[src/rtl/if_prefetch_unit.sv]
// Instruction-fetch front end: PC sequencer, branch redirect and a small
// prefetch queue in front of a handshaked, variable-latency instruction memory.
// At most one memory request is in flight; a redirect while a request is
// pending marks its response as stale so it is dropped on arrival.
module if_prefetch_unit #(
  parameter int                ADDR_W   = 32,
  parameter int                DATA_W   = 32,
  parameter int                DEPTH    = 4,
  parameter logic [ADDR_W-1:0] RESET_PC = {ADDR_W{1'b0}}
) (
  input  logic              clk,
  input  logic              rst,
  input  logic              freeze,
  input  logic              branch_taken,
  input  logic [ADDR_W-1:0] branch_address,
  output logic              imem_req,
  output logic [ADDR_W-1:0] imem_addr,
  input  logic              imem_rvalid,
  input  logic [DATA_W-1:0] imem_rdata,
  output logic              out_valid,
  output logic [ADDR_W-1:0] out_pc,
  output logic [DATA_W-1:0] out_inst
);

  localparam int                PTR_W    = $clog2(DEPTH);
  localparam int                CNT_W    = $clog2(DEPTH + 1);
  localparam logic [CNT_W:0]    DEPTH_C  = (CNT_W + 1)'(DEPTH);
  localparam logic [ADDR_W-1:0] PC_STEP  = ADDR_W'(4);
  localparam logic [PTR_W-1:0]  PTR_ONE  = PTR_W'(1);
  localparam logic [CNT_W-1:0]  CNT_ONE  = CNT_W'(1);
  localparam logic [CNT_W-1:0]  CNT_ZERO = {CNT_W{1'b0}};
  localparam logic [PTR_W-1:0]  PTR_ZERO = {PTR_W{1'b0}};

  typedef enum logic [1:0] {
    ST_IDLE    = 2'd0,
    ST_WAIT    = 2'd1,
    ST_DISCARD = 2'd2
  } state_t;

  state_t            state;
  logic [ADDR_W-1:0] fpc;
  logic [ADDR_W-1:0] req_pc;
  logic [CNT_W-1:0]  count;
  logic [PTR_W-1:0]  rd_ptr;
  logic [PTR_W-1:0]  wr_ptr;
  logic [ADDR_W-1:0] q_pc   [DEPTH];
  logic [DATA_W-1:0] q_inst [DEPTH];

  logic              in_flight;
  logic              resolve;
  logic [CNT_W:0]    occupancy;
  logic              credit_ok;
  logic              issue;
  logic              push;
  logic              pop;
  logic              unused_addr_bits;

  // Redirect targets are word-aligned; the low address bits are ignored.
  assign unused_addr_bits = ^branch_address[1:0];

  // Issue/push/pop decisions; occupancy counts the outstanding request so the
  // queue can never overflow, and pops of this cycle are deliberately not credited.
  always_comb begin
    in_flight = (state != ST_IDLE);
    resolve   = in_flight && imem_rvalid;
    occupancy = {1'b0, count} + {{CNT_W{1'b0}}, in_flight};
    credit_ok = (occupancy < DEPTH_C);
    issue     = !branch_taken && (!in_flight || imem_rvalid) && credit_ok;
    push      = resolve && (state == ST_WAIT) && !branch_taken;
    pop       = (count != CNT_ZERO) && !freeze && !branch_taken;
  end

  assign imem_req  = issue && !rst;
  assign imem_addr = fpc;
  assign out_valid = (count != CNT_ZERO);
  assign out_pc    = q_pc[rd_ptr];
  assign out_inst  = q_inst[rd_ptr];

  // Fetch FSM, PC sequencer and queue bookkeeping; a redirect overrides everything.
  always_ff @(posedge clk or posedge rst) begin
    if (rst) begin
      state  <= ST_IDLE;
      fpc    <= RESET_PC;
      req_pc <= RESET_PC;
      count  <= CNT_ZERO;
      rd_ptr <= PTR_ZERO;
      wr_ptr <= PTR_ZERO;
    end else if (branch_taken) begin
      fpc    <= {branch_address[ADDR_W-1:2], 2'b00};
      count  <= CNT_ZERO;
      rd_ptr <= PTR_ZERO;
      wr_ptr <= PTR_ZERO;
      state  <= (in_flight && !imem_rvalid) ? ST_DISCARD : ST_IDLE;
    end else begin
      if (issue) begin
        fpc    <= fpc + PC_STEP;
        req_pc <= fpc;
        state  <= ST_WAIT;
      end else if (resolve) begin
        state  <= ST_IDLE;
      end else begin
        state  <= state;
      end
      if (push) begin
        wr_ptr <= wr_ptr + PTR_ONE;
      end else begin
        wr_ptr <= wr_ptr;
      end
      if (pop) begin
        rd_ptr <= rd_ptr + PTR_ONE;
      end else begin
        rd_ptr <= rd_ptr;
      end
      case ({push, pop})
        2'b10:   count <= count + CNT_ONE;
        2'b01:   count <= count - CNT_ONE;
        default: count <= count;
      endcase
    end
  end

  // Queue storage; contents beyond the valid window are don't-care, so no reset.
  always_ff @(posedge clk) begin
    if (push) begin
      q_pc[wr_ptr]   <= req_pc;
      q_inst[wr_ptr] <= imem_rdata;
    end
  end

endmodule

[config.mk]
export PLATFORM = sky130hd
export DESIGN_NAME = if_prefetch_unit
export DESIGN_NICKNAME = d
export VERILOG_FILES = /design/src/rtl/if_prefetch_unit.sv
export SDC_FILE = /design/constraint.sdc
export NUM_CORES = 1
export LEC_CHECK = 0
export ABC_AREA = 0
export CORE_MARGIN = 5
export CORE_UTILIZATION = 55
export DETAILED_ROUTE_END_ITERATION = 7
export GPL_TIMING_DRIVEN = 0
export PLACE_DENSITY = 0.9
export SETUP_SLACK_MARGIN = 0.15
export SYNTH_ARGS = -nofsm -noshare
export SYNTH_HDL_FRONTEND = slang
export SYNTH_SLANG_ARGS = --single-unit
[constraint.sdc]
create_clock -name clk -period 6.4 [get_ports clk]
set_input_delay 1.28 -clock clk [delete_from_list [all_inputs] [get_ports clk]]
set_output_delay 1.28 -clock clk [all_outputs]
set_load 0.005 [all_outputs]
==> impl_results.md, run 1 <==
- Row count: 54
- Period utilization: 0.725
- Filler cell count: 1,315
- Clock slew at reported path FFs: 0.05 ns
- Grt ovf: 0
- Routed wire length: 25,400 um
- Max FO, Critical Path: 10
- Die width: 160 um
- Layout Skew: 0.0241 ns
- Initial antenna violation count: 0
- CP startpoint kind: input port
- Ratio of cells with drive above 1 in the final layout: 0.197
- Commonest non-fill, non-tap cells in the layout: edfxtp_1, clkdlybuf4s50_1, dfrtp_1, mux4_2, clkbuf_16
- Internal Pwr Total: 4.43 mW
- Final ANT Viol Nets: 0
- Post-Layout Cell Count: 1,154
- Antenna Cells: 0
- Post-Place Cell Area: 14,400 um2
- Number of global-route vias before repair: 7,134
- PostCTS Resize Cnt: 0
- Placer's final routability congestion estimate: 0.855
- Net Sw Frac: 0.248
- Number of nets in the layout: 924
- CTS tree: done
- Wire length per cell: 22.0 um
- Skew-Pair Late Insertion Delay: 0.51 ns
- Vias per cell: 5.81
- Peak VDD IR: 0.000221 V
- Pleak: 5.26 nW
- Max-Cap Viols: 0
- Worst Slack Setup Final: 1.76 ns
- Longest Clk Path Bufs: 3
- RSZ-0062 raised after global routing: false
- Register-to-register setup slack: 4.05 ns
- Dpl hpwl: 16,400 um
- Slew HR: 0.395
- Comb power frac: 0.213
- Largest area contributor in the netlist: edfxtp_1
- Height of the chip: 160 um
- Synthesis Warnings: 0
- Multi-input logic area: 2990 um2
- Setup repair bufs after CTS: 0
- Port Buffers: 160
- Hold Crit Class: flip-flop to flip-flop
- Data arrival, critical path: 3.36 ns
- Min Tclk post-route: 4.64 ns
- Setup TNS: 0 ns
- Status: completed
- Synth Instances: 646
- DP Worst Slack: 1.80 ns
- Mean Syn Cell Area: 19.1 um2
- Power Density: 380 nW/um2
- Number of remaining DRC errors: 0
- Ys flop type: edfxtp_1
- Total clock sinks: 317
- First-pass GRT wire length: 40,700 um
- DR pass1 iterations: 5
- I/O pin cnt: 167
- Largest net degree at the start of global routing: 71
- Final setup vio count: 0
- Crit Path Class: input port to output pin
- Total GRT Usage: 0.205
- Max Transition Viols Final: 0
- TritonCTS buffer count: 34
- Post-synth ARST share: 0.218
- H-tree depth: 2
- Via count: 6,707
- Non-Filler Cell Area, Final: 15,500 um2
- Starting Density: 0.561
- Clock Power Share: 0.326
- Hold buffers post-CTS: 0
- WHS: 0.511 ns
- Psw: 1.46 mW
- Synthesized flop and latch total: 317
- Core area: 22,000 um2
- Number of synthesized flops with an enable pin: 248
- # placed instances: 1,093
- Synth area leaders: edfxtp_1, dfrtp_1, mux4_2
- Die area: 25,500 um2
- Top cell type's share of synthesized area: 0.605
- Mapped cell area: 12,300 um2
- Sequential fraction of the synthesis area: 0.745
- Critical Path Sink Type: output pin
- Max frequency: 216 MHz
- Synth unique cells: 43
- Final hold viol count: 0
- Initial DRC count: 467
- Register share of total power: 0.462
- Worst endpoint required time: 5.12 ns
- Area growth syn-to-layout: 25.9%
- Register Area: 9170 um2
- Clk root buf: clkbuf_16
- Least-Margin Pin Slew: 0.907 ns
- Most common cell after layout, fill and taps aside: edfxtp_1
==> logic make-up (layout without fill, tap and decap cells) <==
| group | Yosys count | count (layout) | share of synthesized area |
|---|---|---|---|
| fa+ha+maj | 6 | 6 | 0.00671 |
| compound gates | 39 | 39 | 0.0186 |
| xor+xnor | 30 | 30 | 0.0213 |
| mux | 99 | 99 | 0.147 |
| buf+inv | 41 | 266 | 0.0144 |
| other cells | 1 | 4 | 0.000304 |
| flops | 317 | 317 | 0.745 |
| simple gates | 113 | 113 | 0.0469 |
==> per-layer routing <==
layer	vias up	track usage	share of wire
met2	313	0.328	0.49
met3	37	0.0443	0.078
li1	2952	-	-
met1	3405	0.294	0.41
met5	-	0	0
met4	0	0.0517	0.018
==> through the flow <==
stage	total power [mW]	util
after floorplan	3.38	-
after global placement	3.96	0.650
after detailed placement	4.02	0.655
after CTS	5.96	0.706
after global routing	6.17	0.706
final	5.90	0.706
==> synthesized netlist by cell type (2+ instances only) <==
cell type	count
a211o_1	2
a21oi_1	2
a31oi_1	4
and2_1	6
and3_1	2
and4_1	2
buf_1	4
buf_2	7
buf_4	4
clkbuf_1	15
dfrtp_1	69
edfxtp_1	248
ha_1	5
inv_1	11
mux2_2	33
mux2i_1	4
mux4_2	62
nand2_1	34
nand3_1	10
nand3b_1	3
nand4_1	6
nand4_2	2
nor2_1	22
nor3_1	10
nor4_1	7
o21ai_0	25
or3_1	3
xnor2_1	24
xor2_1	6
==> critical path, cell delays in order <==
cell and delay [ns]:
clkdlybuf4s50_1 0.53, a21bo_2 0.28, a21oi_2 0.51, and3_1 0.26
clkdlybuf4s50_1 0.50
==> registers in the layout (all words and copies together), names as in the netlist <==
signal,cells
count,3
imem_addr,30
q_inst,128
q_pc,120
rd_ptr,2
req_pc,30
state,2
wr_ptr,2
==> worst paths after layout <==
| path | from | endpoint | cells past startpoint |
|---|---|---|---|
| min reg2reg | req_pc[9]$_DFFE_PP0P_ | q_pc[3][9]$_DFFE_PP_ | 0 |
| max | imem_rvalid | imem_req | 5 |
| max reg2reg | state[0]$_DFFE_PP0P_ | req_pc[5]$_DFFE_PP0P_ | 5 |
| min | req_pc[9]$_DFFE_PP0P_ | q_pc[3][9]$_DFFE_PP_ | 0 |
| max in group asynchronous | rst | req_pc[26]$_DFFE_PP0P_ | 2 |
| min in group asynchronous | rst | req_pc[2]$_DFFE_PP0P_ | 2 |
==> area by class of cell <==
cell class | instances | area share
buffer | 30 | 0.00879
clock buffer | 48 | 0.0616
clock inverter | 13 | 0.0107
inverter | 11 | 0.00282
multi-input combinational | 291 | 0.193
sequential | 317 | 0.592
tap | 280 | 0.0226
timing repair buffer | 164 | 0.109
==> power by group through the flow <==
stage               clock network, mW  registers [mW]  logic, mW
floorplan                           0            2.68      0.698
CTS                              1.96            2.72       1.28
detailed placement                  0            2.76       1.26
global placement                    0            2.73       1.23
global route                     2.07            2.75       1.35
finish                           1.92            2.72       1.25
(Power assumes the default switching activity.)
==> run 2, diff against run 1 <==
--- a/config.mk
+++ b/config.mk
@@ -7,10 +7,10 @@
 export LEC_CHECK = 0
 export ABC_AREA = 0
 export CORE_MARGIN = 5
-export CORE_UTILIZATION = 55
+export CORE_UTILIZATION = 49
 export DETAILED_ROUTE_END_ITERATION = 7
 export GPL_TIMING_DRIVEN = 0
-export PLACE_DENSITY = 0.9
+export PLACE_DENSITY = 0.85
 export SETUP_SLACK_MARGIN = 0.15
 export SYNTH_ARGS = -nofsm -noshare
 export SYNTH_HDL_FRONTEND = slang
==> constraint.sdc (replaced) <==
create_clock -name clk -period 4.2 [get_ports clk]
set_input_delay 0.84 -clock clk [delete_from_list [all_inputs] [get_ports clk]]
set_output_delay 0.84 -clock clk [all_outputs]
set_load 0.005 [all_outputs]
==> impl_results.md, run 2 (same netlist as run 1, synthesis figures left out) <==
- Longest Clk Path Bufs: 3 (unchanged)
- Die area: 28,400 um2 (+11%)
- Power Density: 580 nW/um2 (+53%)
- Largest registers: q_inst x128, q_pc x120
- Max FO, Critical Path: 10 (unchanged)
- Period utilization: 0.901
- Height of the chip: 169 um (+5.6%)
- Core area: 25,000 um2 (+14%)
- Filler cell count: 1,774 (+35%)
- Ratio of cells with drive above 1 in the final layout: 0.203 (+0.00572)
- Most flops, register: q_inst
- Max-Cap Viols: 0 (unchanged)
- CP Launch Point: rd_ptr[0]$_DFFE_PP0P_
- Initial DRC count: 609 (+30%)
- Routed wire length: 26,100 um (+2.6%)
- Row count: 58 (+7.4%)
- Number of nets in the layout: 925 (+0.11%)
- Die width: 169 um (+5.6%)
- H-tree depth: 2 (unchanged)
- Final ANT Viol Nets: 0 (unchanged)
- CP startpoint kind: flip-flop
- Peak VDD IR: 0.000358 V (+62%)
- Antenna Cells: 0 (unchanged)
- Status: completed
- Largest net degree at the start of global routing: 69 (-2.8%)
- Grt ovf: 0 (unchanged)
- Area growth syn-to-layout: 26.9%
- Dpl hpwl: 17,000 um (+4.2%)
- Clk root buf: clkbuf_16
- Worst endpoint required time: 3.36 ns (-1.76 ns)
- Final hold viol count: 0 (unchanged)
- Clock slew at reported path FFs: 0.06 ns (about the same)
- Max Transition Viols Final: 0 (unchanged)
- HP Start: req_pc[13]$_DFFE_PP0P_
- Placer's final routability congestion estimate: 0.912 (+6.7%)
- Starting Density: 0.493 (-0.0675)
- Initial antenna violation count: 0 (unchanged)
- CTS tree: done
- Final setup vio count: 0 (unchanged)
- Port Buffers: 160 (unchanged)
- TritonCTS buffer count: 34 (unchanged)
- Max reg flops: 128 (unchanged)
- Slew HR: 0.535 (+0.140)
- Crit Path Class: flip-flop to output pin
- Layout Skew: 0.0247 ns (+0.000576 ns)
- Most common cell after layout, fill and taps aside: edfxtp_1
- Max frequency: 264 MHz
- Wire length per cell: 21.7 um (-1.6%)
- Commonest non-fill, non-tap cells in the layout: edfxtp_1, clkdlybuf4s50_1, dfrtp_1, mux4_2, clkbuf_16
- WHS: 0.514 ns (+0.00316 ns)
- Critical Path Sink Type: output pin
- Min Tclk post-route: 3.78 ns
- Pleak: 5.29 nW (+0.57%)
- Via count: 6,694 (-0.19%)
- Data arrival, critical path: 2.94 ns (-0.42 ns)
- Number of remaining DRC errors: 0 (unchanged)
- Vias per cell: 5.56 (-4.3%)
- Total clock sinks: 317 (unchanged)
- Total GRT Usage: 0.189 (-0.0157)
- RSZ-0062 raised after global routing: false
- Hold Crit Class: flip-flop to flip-flop
- Skew-Pair Late Insertion Delay: 0.51 ns (about the same)
- Least-Margin Pin Slew: 0.692 ns (-0.216 ns)
- Overall power: 9.07 mW (+54%)
- Number of global-route vias before repair: 7,323 (+2.6%)
- First-pass GRT wire length: 41,900 um (+3.0%)
- I/O pin cnt: 167 (unchanged)
- Worst reg2reg startpoint: state[0]$_DFFE_PP0P_
- DR pass1 iterations: 5 (unchanged)
==> run 2: cell count changes in the layout (fill, tap and decap cells not counted), sizes merged <==
cell / previous run / this run
buf: 19 / 18
clkbuf: 63 / 60
clkinv: 10 / 9
bufinv: 3 / 4
clkdlybuf4s15: 0 / 2
inv: 11 / 13
==> run 2: through the flow <==
stage	area [um2]	utilization	setup TNS, ns	instances	worst slack [ns]
floorplan	12300	-	0	649	0.728
finish	15600	0.626	0	1204	0.418
CTS	15600	0.626	0	1204	0.288
global placement	14300	0.574	-164.85	1139	-0.892
detailed placement	14500	0.580	0	1144	0.499
global route	15600	0.626	0	1204	0.162
==> run 2: path summary, 6_finish.rpt <==
kind | slack [ns] | endpoint | depth (start not counted)
worst max-delay path | 0.42 | out_inst[18] | 4
worst min-delay path | 0.51 | q_pc[1][13]$_DFFE_PP_ | 0
worst max register to register | 1.87 | req_pc[2]$_DFFE_PP0P_ | 5
worst min register to register | 0.51 | q_pc[1][13]$_DFFE_PP_ | 0
max in group asynchronous | 3.09 | req_pc[15]$_DFFE_PP0P_ | 3
min in group asynchronous | 0.59 | rd_ptr[0]$_DFFE_PP0P_ | 2
==> run 2: what timing repair did <==
| action | 4_1_cts | 5_1_grt |
|---|---|---|
| setup buffers | 0 | 0 |
| resized for setup | 4 | 0 |
| endpoints found under the setup margin | 18 | 0 |
| hold buffers | 0 | 0 |
==> run 2: metal layers <==
metal | track usage | wire length [um] | share of wire | vias up
met1 | 0.257 | 10700 | 0.41 | 3419
met2 | 0.317 | 12900 | 0.50 | 280
met4 | 0.0438 | 455 | 0.017 | 0
met3 | 0.0416 | 1970 | 0.076 | 39
met5 | 0 | 0 | 0 | -
li1 | - | - | - | 2956
==> run 2: cell type report <==
| class | instances | area, um2 | share of cell area |
|---|---|---|---|
| inverters | 11 | 43.8 | 0.00280 |
| clock buffers | 45 | 943 | 0.0604 |
| multi-input cells | 291 | 2990 | 0.191 |
| well taps | 330 | 413 | 0.0264 |
| plain buffers | 30 | 151 | 0.00969 |
| clock inverters | 15 | 199 | 0.0127 |
| repair buffers | 165 | 1720 | 0.110 |
| flip-flops and latches | 317 | 9170 | 0.587 |
==> run 2: report_power, final <==
part,switching [mW],internal [mW]
registers,0.318,3.83
logic,0.765,1.15
clock network,1.17,1.84
==> run 2: worst max-delay path: stages, from the launching register on <==
cell	delay, ns
dfrtp_1	0.31
clkbuf_1	0.53
clkdlybuf4s15_2	0.56
mux4_2	0.58
clkdlybuf4s50_1	0.47
